$ cat config.mk
export PLATFORM = sky130hd
export DESIGN_NAME = vwb_arbiter_flat
export DESIGN_NICKNAME = d
export VERILOG_FILES = /design/src/rtl/vwb_arbiter_if.sv /design/src/rtl/vwb_arbiter.sv /design/src/flat_wrapper.sv
export SDC_FILE = /design/constraint.sdc
export NUM_CORES = 1
export LEC_CHECK = 0
export CAP_MARGIN = 40
export CORE_AREA = 2 2 166 168
export DETAILED_ROUTE_END_ITERATION = 12
export DIE_AREA = 0 0 168 170
export PLACE_DENSITY_LB_ADDON = 0.1
export SLEW_MARGIN = 5
export SYNTH_ARGS = -nofsm -noshare
export SYNTH_HDL_FRONTEND = slang
export SYNTH_SLANG_ARGS = --single-unit
$ cat constraint.sdc
create_clock -name clk -period 11.48 [get_ports clk]
set_input_delay 3.444 -clock clk [delete_from_list [all_inputs] [get_ports clk]]
set_output_delay 3.444 -clock clk [all_outputs]
set_load 0.01 [all_outputs]
$ cat src/rtl/vwb_arbiter_if.sv
// ----------------------------------------------------------------------------
// vwb_arbiter_if
// Bundles the result-source handshake, the VRF write port, the scoreboard
// release and the arbitration-loss counter of the vector write-back arbiter.
//   slave  modport : the arbiter (samples sources and rf_stall, drives the rest)
//   master modport : the surrounding pipeline / bench (drives sources, rf_stall)
// Packed source fields: source i occupies [i*W +: W] of each src_* vector.
// ----------------------------------------------------------------------------
interface vwb_arbiter_if #(
   parameter int NUM_SRC = 4,
   parameter int DATA_W  = 64,
   parameter int VREG_AW = 5,
   parameter int ELEM_AW = 6
);
   logic [NUM_SRC-1:0]         src_valid;
   logic [NUM_SRC-1:0]         src_ready;
   logic [NUM_SRC*VREG_AW-1:0] src_vreg;
   logic [NUM_SRC*ELEM_AW-1:0] src_elem;
   logic [NUM_SRC*DATA_W-1:0]  src_data;
   logic [NUM_SRC-1:0]         src_last;
   logic                       rf_stall;
   logic                       rf_we;
   logic [VREG_AW-1:0]         rf_vreg;
   logic [ELEM_AW-1:0]         rf_elem;
   logic [DATA_W-1:0]          rf_wdata;
   logic                       sb_clr;
   logic [VREG_AW-1:0]         sb_clr_vreg;
   logic [31:0]                conflict_cnt;

   modport slave (
      input  src_valid, src_vreg, src_elem, src_data, src_last, rf_stall,
      output src_ready, rf_we, rf_vreg, rf_elem, rf_wdata,
             sb_clr, sb_clr_vreg, conflict_cnt
   );

   modport master (
      output src_valid, src_vreg, src_elem, src_data, src_last, rf_stall,
      input  src_ready, rf_we, rf_vreg, rf_elem, rf_wdata,
             sb_clr, sb_clr_vreg, conflict_cnt
   );
endinterface

$ cat src/rtl/vwb_arbiter.sv
// ----------------------------------------------------------------------------
// vwb_arbiter
// Vector write-back arbiter: merges NUM_SRC functional-unit result streams
// onto the single VRF write port through a one-entry registered output stage
// that honours rf_stall back-pressure. Round-robin grant, one write per cycle.
// A committed write flagged last releases its vreg on the scoreboard.
//
// Ports:
//   clk    : sole clock, rising edge
//   reset  : synchronous, active-high
//   bus    : vwb_arbiter_if.slave
//            src_valid/src_ready/src_vreg/src_elem/src_data/src_last (sources)
//            rf_stall (in), rf_we/rf_vreg/rf_elem/rf_wdata (VRF write port)
//            sb_clr/sb_clr_vreg (scoreboard release), conflict_cnt
//
// Build option: VWB_PERF_CNT_EN
//   defined   : conflict_cnt counts cycles in which any valid source was not
//               granted (saturating at 32'hFFFF_FFFF)
//   undefined : no counter logic, conflict_cnt tied to zero
// ----------------------------------------------------------------------------
module vwb_arbiter #(
   parameter int NUM_SRC = 4,
   parameter int DATA_W  = 64,
   parameter int VREG_AW = 5,
   parameter int ELEM_AW = 6
) (
   input  logic clk,
   input  logic reset,
   vwb_arbiter_if.slave bus
);
   localparam int PTR_W = (NUM_SRC > 1) ? $clog2(NUM_SRC) : 1;

   // output stage and arbitration state
   logic                 rf_we_r;
   logic [VREG_AW-1:0]   rf_vreg_r;
   logic [ELEM_AW-1:0]   rf_elem_r;
   logic [DATA_W-1:0]    rf_wdata_r;
   logic                 last_r;
   logic [PTR_W-1:0]     rr_ptr_r;

   logic                 take_s;
   logic                 gnt_found_s;
   logic [PTR_W-1:0]     gnt_idx_s;
   logic [PTR_W-1:0]     cand_s;
   logic [PTR_W-1:0]     nxt_ptr_s;
   logic [NUM_SRC-1:0]   grant_s;
   logic [VREG_AW-1:0]   sel_vreg_s;
   logic [ELEM_AW-1:0]   sel_elem_s;
   logic [DATA_W-1:0]    sel_data_s;
   logic                 sel_last_s;

   // The stage can accept when empty or when its current write drains now,
   // which is what removes the bubble on stall release.
   assign take_s = !rf_we_r || !bus.rf_stall;

   // Round-robin search: first valid source at or after rr_ptr_r, cyclically.
   always_comb begin
      gnt_found_s = 1'b0;
      gnt_idx_s   = '0;
      cand_s      = '0;
      for (int i = 0; i < NUM_SRC; i++) begin
         cand_s = PTR_W'((int'(rr_ptr_r) + i) % NUM_SRC);
         if (take_s && !gnt_found_s && bus.src_valid[cand_s]) begin
            gnt_found_s = 1'b1;
            gnt_idx_s   = cand_s;
         end else begin
            gnt_found_s = gnt_found_s;
         end
      end
   end

   // One-hot grant vector and field mux for the granted source.
   always_comb begin
      grant_s    = '0;
      sel_vreg_s = '0;
      sel_elem_s = '0;
      sel_data_s = '0;
      sel_last_s = 1'b0;
      for (int i = 0; i < NUM_SRC; i++) begin
         if (gnt_found_s && (gnt_idx_s == PTR_W'(i))) begin
            grant_s[i] = 1'b1;
            sel_vreg_s = bus.src_vreg[i*VREG_AW +: VREG_AW];
            sel_elem_s = bus.src_elem[i*ELEM_AW +: ELEM_AW];
            sel_data_s = bus.src_data[i*DATA_W +: DATA_W];
            sel_last_s = bus.src_last[i];
         end else begin
            grant_s[i] = 1'b0;
         end
      end
   end

   // Pointer moves to the source after the winner, wrapping at NUM_SRC.
   always_comb begin
      if (gnt_idx_s == PTR_W'(NUM_SRC - 1)) begin
         nxt_ptr_s = '0;
      end else begin
         nxt_ptr_s = gnt_idx_s + 1'b1;
      end
   end

   // Output register: loads on grant, empties when taking with no grant,
   // holds everything while stalled.
   always_ff @(posedge clk) begin
      if (reset) begin
         rf_we_r    <= 1'b0;
         rf_vreg_r  <= '0;
         rf_elem_r  <= '0;
         rf_wdata_r <= '0;
         last_r     <= 1'b0;
         rr_ptr_r   <= '0;
      end else if (take_s) begin
         rf_we_r <= gnt_found_s;
         if (gnt_found_s) begin
            rf_vreg_r  <= sel_vreg_s;
            rf_elem_r  <= sel_elem_s;
            rf_wdata_r <= sel_data_s;
            last_r     <= sel_last_s;
            rr_ptr_r   <= nxt_ptr_s;
         end
      end
   end

`ifdef VWB_PERF_CNT_EN
   logic        conflict_s;
   logic [31:0] conflict_cnt_r;

   // A cycle counts once if any requesting source lost, however many lost.
   assign conflict_s = |(bus.src_valid & ~grant_s);

   // Saturating arbitration-loss counter.
   always_ff @(posedge clk) begin
      if (reset) begin
         conflict_cnt_r <= 32'd0;
      end else if (conflict_s && (conflict_cnt_r != 32'hFFFF_FFFF)) begin
         conflict_cnt_r <= conflict_cnt_r + 32'd1;
      end
   end

   assign bus.conflict_cnt = conflict_cnt_r;
`else
   assign bus.conflict_cnt = 32'd0;
`endif

   assign bus.src_ready   = grant_s;
   assign bus.rf_we       = rf_we_r;
   assign bus.rf_vreg     = rf_vreg_r;
   assign bus.rf_elem     = rf_elem_r;
   assign bus.rf_wdata    = rf_wdata_r;
   // Release fires only in the cycle the final element actually commits.
   assign bus.sb_clr      = rf_we_r && !bus.rf_stall && last_r;
   assign bus.sb_clr_vreg = rf_vreg_r;

endmodule

$ cat src/flat_wrapper.sv
// flat-port wrapper written by rule: the top's interface ports become plain ports
module vwb_arbiter_flat 
#(
   parameter int NUM_SRC = 4,
   parameter int DATA_W  = 64,
   parameter int VREG_AW = 5,
   parameter int ELEM_AW = 6
)
  (clk, reset, bus_src_valid, bus_src_vreg, bus_src_elem, bus_src_data, bus_src_last, bus_rf_stall, bus_src_ready, bus_rf_we, bus_rf_vreg, bus_rf_elem, bus_rf_wdata, bus_sb_clr, bus_sb_clr_vreg, bus_conflict_cnt);
  vwb_arbiter_if #(.NUM_SRC(NUM_SRC), .DATA_W(DATA_W), .VREG_AW(VREG_AW), .ELEM_AW(ELEM_AW)) bus_i ();
  input  logic clk;
  input  logic reset;
  input wire logic [$bits(bus_i.src_valid)-1:0] bus_src_valid;
  input wire logic [$bits(bus_i.src_vreg)-1:0] bus_src_vreg;
  input wire logic [$bits(bus_i.src_elem)-1:0] bus_src_elem;
  input wire logic [$bits(bus_i.src_data)-1:0] bus_src_data;
  input wire logic [$bits(bus_i.src_last)-1:0] bus_src_last;
  input wire logic [$bits(bus_i.rf_stall)-1:0] bus_rf_stall;
  output wire logic [$bits(bus_i.src_ready)-1:0] bus_src_ready;
  output wire logic [$bits(bus_i.rf_we)-1:0] bus_rf_we;
  output wire logic [$bits(bus_i.rf_vreg)-1:0] bus_rf_vreg;
  output wire logic [$bits(bus_i.rf_elem)-1:0] bus_rf_elem;
  output wire logic [$bits(bus_i.rf_wdata)-1:0] bus_rf_wdata;
  output wire logic [$bits(bus_i.sb_clr)-1:0] bus_sb_clr;
  output wire logic [$bits(bus_i.sb_clr_vreg)-1:0] bus_sb_clr_vreg;
  output wire logic [$bits(bus_i.conflict_cnt)-1:0] bus_conflict_cnt;
  assign bus_i.src_valid = bus_src_valid;
  assign bus_i.src_vreg = bus_src_vreg;
  assign bus_i.src_elem = bus_src_elem;
  assign bus_i.src_data = bus_src_data;
  assign bus_i.src_last = bus_src_last;
  assign bus_i.rf_stall = bus_rf_stall;
  assign bus_src_ready = bus_i.src_ready;
  assign bus_rf_we = bus_i.rf_we;
  assign bus_rf_vreg = bus_i.rf_vreg;
  assign bus_rf_elem = bus_i.rf_elem;
  assign bus_rf_wdata = bus_i.rf_wdata;
  assign bus_sb_clr = bus_i.sb_clr;
  assign bus_sb_clr_vreg = bus_i.sb_clr_vreg;
  assign bus_conflict_cnt = bus_i.conflict_cnt;
  vwb_arbiter #(.NUM_SRC(NUM_SRC), .DATA_W(DATA_W), .VREG_AW(VREG_AW), .ELEM_AW(ELEM_AW)) u_core (.clk(clk), .reset(reset), .bus(bus_i));
endmodule
==> reports/summary.txt <==
CP peak stage delay = 0.69 ns
Final period util = 0.873
Routability cong. = 0.764
Placement Rows = 60
Initial core utilization = 0.203
Detailed-route wire length per cell = 18.6 um
Largest net degree at the start of global routing = 88
Max-slew violation count = 0
GRT Util Overall = 0.174
CP Class = input port to output pin
Final wirelength = 25900 um
Seq/Total Area, Yosys = 0.292
Setup WS post-layout = 1.46 ns
CTS tree = yes
TritonRoute pass-1 iters = 4
Share of cells above drive strength 1 = 0.0380
Cell variety after synth = 40
Worst slew pin tran = 0.842 ns
Vias in the first global route = 6509
Die Ht = 170 um
Startpoint types = input port
Max_cap viols = 0
Post-cts sizing count = 0
Max H-tree Level = 3
Cell Area, Placed = 0.00949 mm2
Ys async rst share = 0
Width of the die = 168 um
Worst EP required = 8.04 ns
Slew HR = 0.439
Busiest grt layer = met2
Top cells by area, synth = dfxtp_1, a221oi_1, o311ai_0
Crit path time final = 10.02 ns
Clk buf depth = 2
Avg Cell Area, Syn = 7.57 um2
Slowest stage cell on the critical path = clkdlybuf4s50_1
Met1 Usage GRT = 0.195
Via count = 6624
Place WS = 1.42 ns
Clk_lat worst skew = 0.34 ns
Hold_buf cts = 0
DR iter-0 viols = 327
First-pass GRT wire length = 38500 um
Vias per Instance = 4.75
GRT Residual Overflow = 0
Top_reg_cell synth = dfxtp_1
#FFs+latches synth = 79
Initial antenna violation count = 2
Multi-input gate area = 0.00337 mm2
Setup TNS = 0 ns
Leading area contributor after synthesis = dfxtp_1
Final setup vio count = 0
Non-Filler Cell Area, Final = 0.00981 mm2
Most common cell in the synthesized netlist = nor2_1
Hold Path Class = flop to flop
Outcome = finished, final reports clean
Routing usage on met3 = 0.0528
Clock sink count = 79
ANT nets after route = 0
Critical Path, Cell by Cell = clkdlybuf4s50_1 > and2b_1 > mux4_2 > and2_4 > nor4b_1 > a211oi_1 > ha_4 > and2_1 > clkdlybuf4s50_1
CP Data Arrival Time = 6.58 ns
Worst-path clk slew = 0.06 ns
Met2 usage = 0.308
Detailed placement HPWL = 19000 um
Pwr/cell area = 203 mW/mm2
Area growth from synthesis to layout = 80.9%
# IOs = 429
Number of flops mapped to enable cells by yosys = 0
Top-area cell type share of the netlist area = 0.292
Largest fanout on the critical path = 11
Commonest cells post-synth = nor2_1, nand2_1, nor2b_1
RSZ-0062 raised after global routing = false
Lkg Pwr = 3.35 nW
Max VDD drop = 0.0783 mV
CTS root buffer = clkbuf_16
Clock Skew = 0.00749 ns
Mapped Cells = 716
FMAX = 99.8 MHz
Drc violations = 0
Most common cell on crit path = clkdlybuf4s50_1
Critical path endpoint category = output pin
Fillers = 2793
Num CTS Buffers = 9
Register area = 0.00158 mm2
Total core area = 0.0267 mm2
Mapped Area = 0.00542 mm2
Min Hold Slack = 0.497 ns
Post-CTS setup buffer count = 0
Final hold violation count = 0
Layout Nets = 1362
Die area = 0.0286 mm2
Syn. warnings = 0
Count of input and output buffers = 396
path summary, 6_finish.rpt:
| path | to | from | slack [ns] | depth (start not counted) |
|---|---|---|---|---|
| worst max-delay path | bus_src_ready[3] | bus_src_valid[3] | 1.46 | 9 |
| worst min-delay path | u_core.bus.rf_wdata[38]$_SDFFE_PP0P_ | u_core.bus.rf_wdata[38]$_SDFFE_PP0P_ | 0.50 | 2 |
| worst max register to register | u_core.bus.rf_elem[0]$_SDFFE_PP0P_ | u_core.rr_ptr_r[1]$_SDFFE_PP0P_ | 6.85 | 12 |
| worst min register to register | u_core.bus.rf_wdata[38]$_SDFFE_PP0P_ | u_core.bus.rf_wdata[38]$_SDFFE_PP0P_ | 0.50 | 2 |
worst max-delay path: cells and delay by family:
family | cells | cell delay, ns
buffers and inverters | 2 | 1.23
and+or+nand+nor | 4 | 0.68
AOI/OAI and AO/OA | 1 | 0.52
muxes | 1 | 0.48
adders and majority gates | 1 | 0.22
layer usage:
metal | vias to the layer above | routed length [um]
met5 | - | 0
met4 | 0 | 737
met3 | 33 | 2170
met2 | 276 | 12900
met1 | 3049 | 10100
li1 | 3266 | -
report_power, final:
group / internal (mW) / leakage [nW] / total (mW) / switching (mW)
Combinational: 0.605 / 2.55 / 1.22 / 0.615
Sequential: 0.385 / 0.656 / 0.452 / 0.0674
Clock: 0.191 / 0.142 / 0.315 / 0.124
kinds of logic after synthesis:
| group | after synthesis | synth area share |
|---|---|---|
| simple gates | 256 | 0.224 |
| compound gates | 248 | 0.344 |
| buf+inv | 123 | 0.118 |
| flops | 79 | 0.292 |
| mux | 5 | 0.0120 |
| fa+ha+maj | 4 | 0.00923 |
| other cells | 1 | 0.000692 |
metrics by stage:
stage               power (mW)  cells  utilization
global placement          1.68   1374        0.354
finish                    1.99   1395        0.368
detailed placement        1.70   1377        0.356
global route              2.16   1393        0.368
CTS                       2.03   1393        0.368
floorplan                 1.13    747            -
layout make-up:
type / count / share of cell area
sequential: 79 / 0.161
antenna: 2 / 0.000510
multi-input combinational: 545 / 0.344
timing repair buffer: 408 / 0.417
clock buffer: 11 / 0.0237
clock inverter: 5 / 0.00842
inverter: 4 / 0.00153
tap: 341 / 0.0435
sequential cells by signal, indices dropped and copies added (netlist names):
register / count
u_core.last_r: 1
u_core.bus.rf_wdata: 64
u_core.rr_ptr_r: 2
u_core.bus.rf_vreg: 5
u_core.bus.rf_we: 1
u_core.bus.rf_elem: 6
cell usage in the layout, fill, tap and decap left out, types with 3 or more instances in the layout:
cell type	instances
clkdlybuf4s50_1	395
nor2_1	81
nand2_1	80
nor2b_1	79
dfxtp_1	79
a221oi_1	77
o21ai_0	75
o311ai_0	75
conb_1	32
clkbuf_16	9
buf_4	9
inv_1	4
and2_1	4
a21oi_1	4
o21ai_1	4
o31ai_1	3
a211oi_1	3
ha_4	3
clkinvlp_4	3
Power figures use the tool's default switching activity.
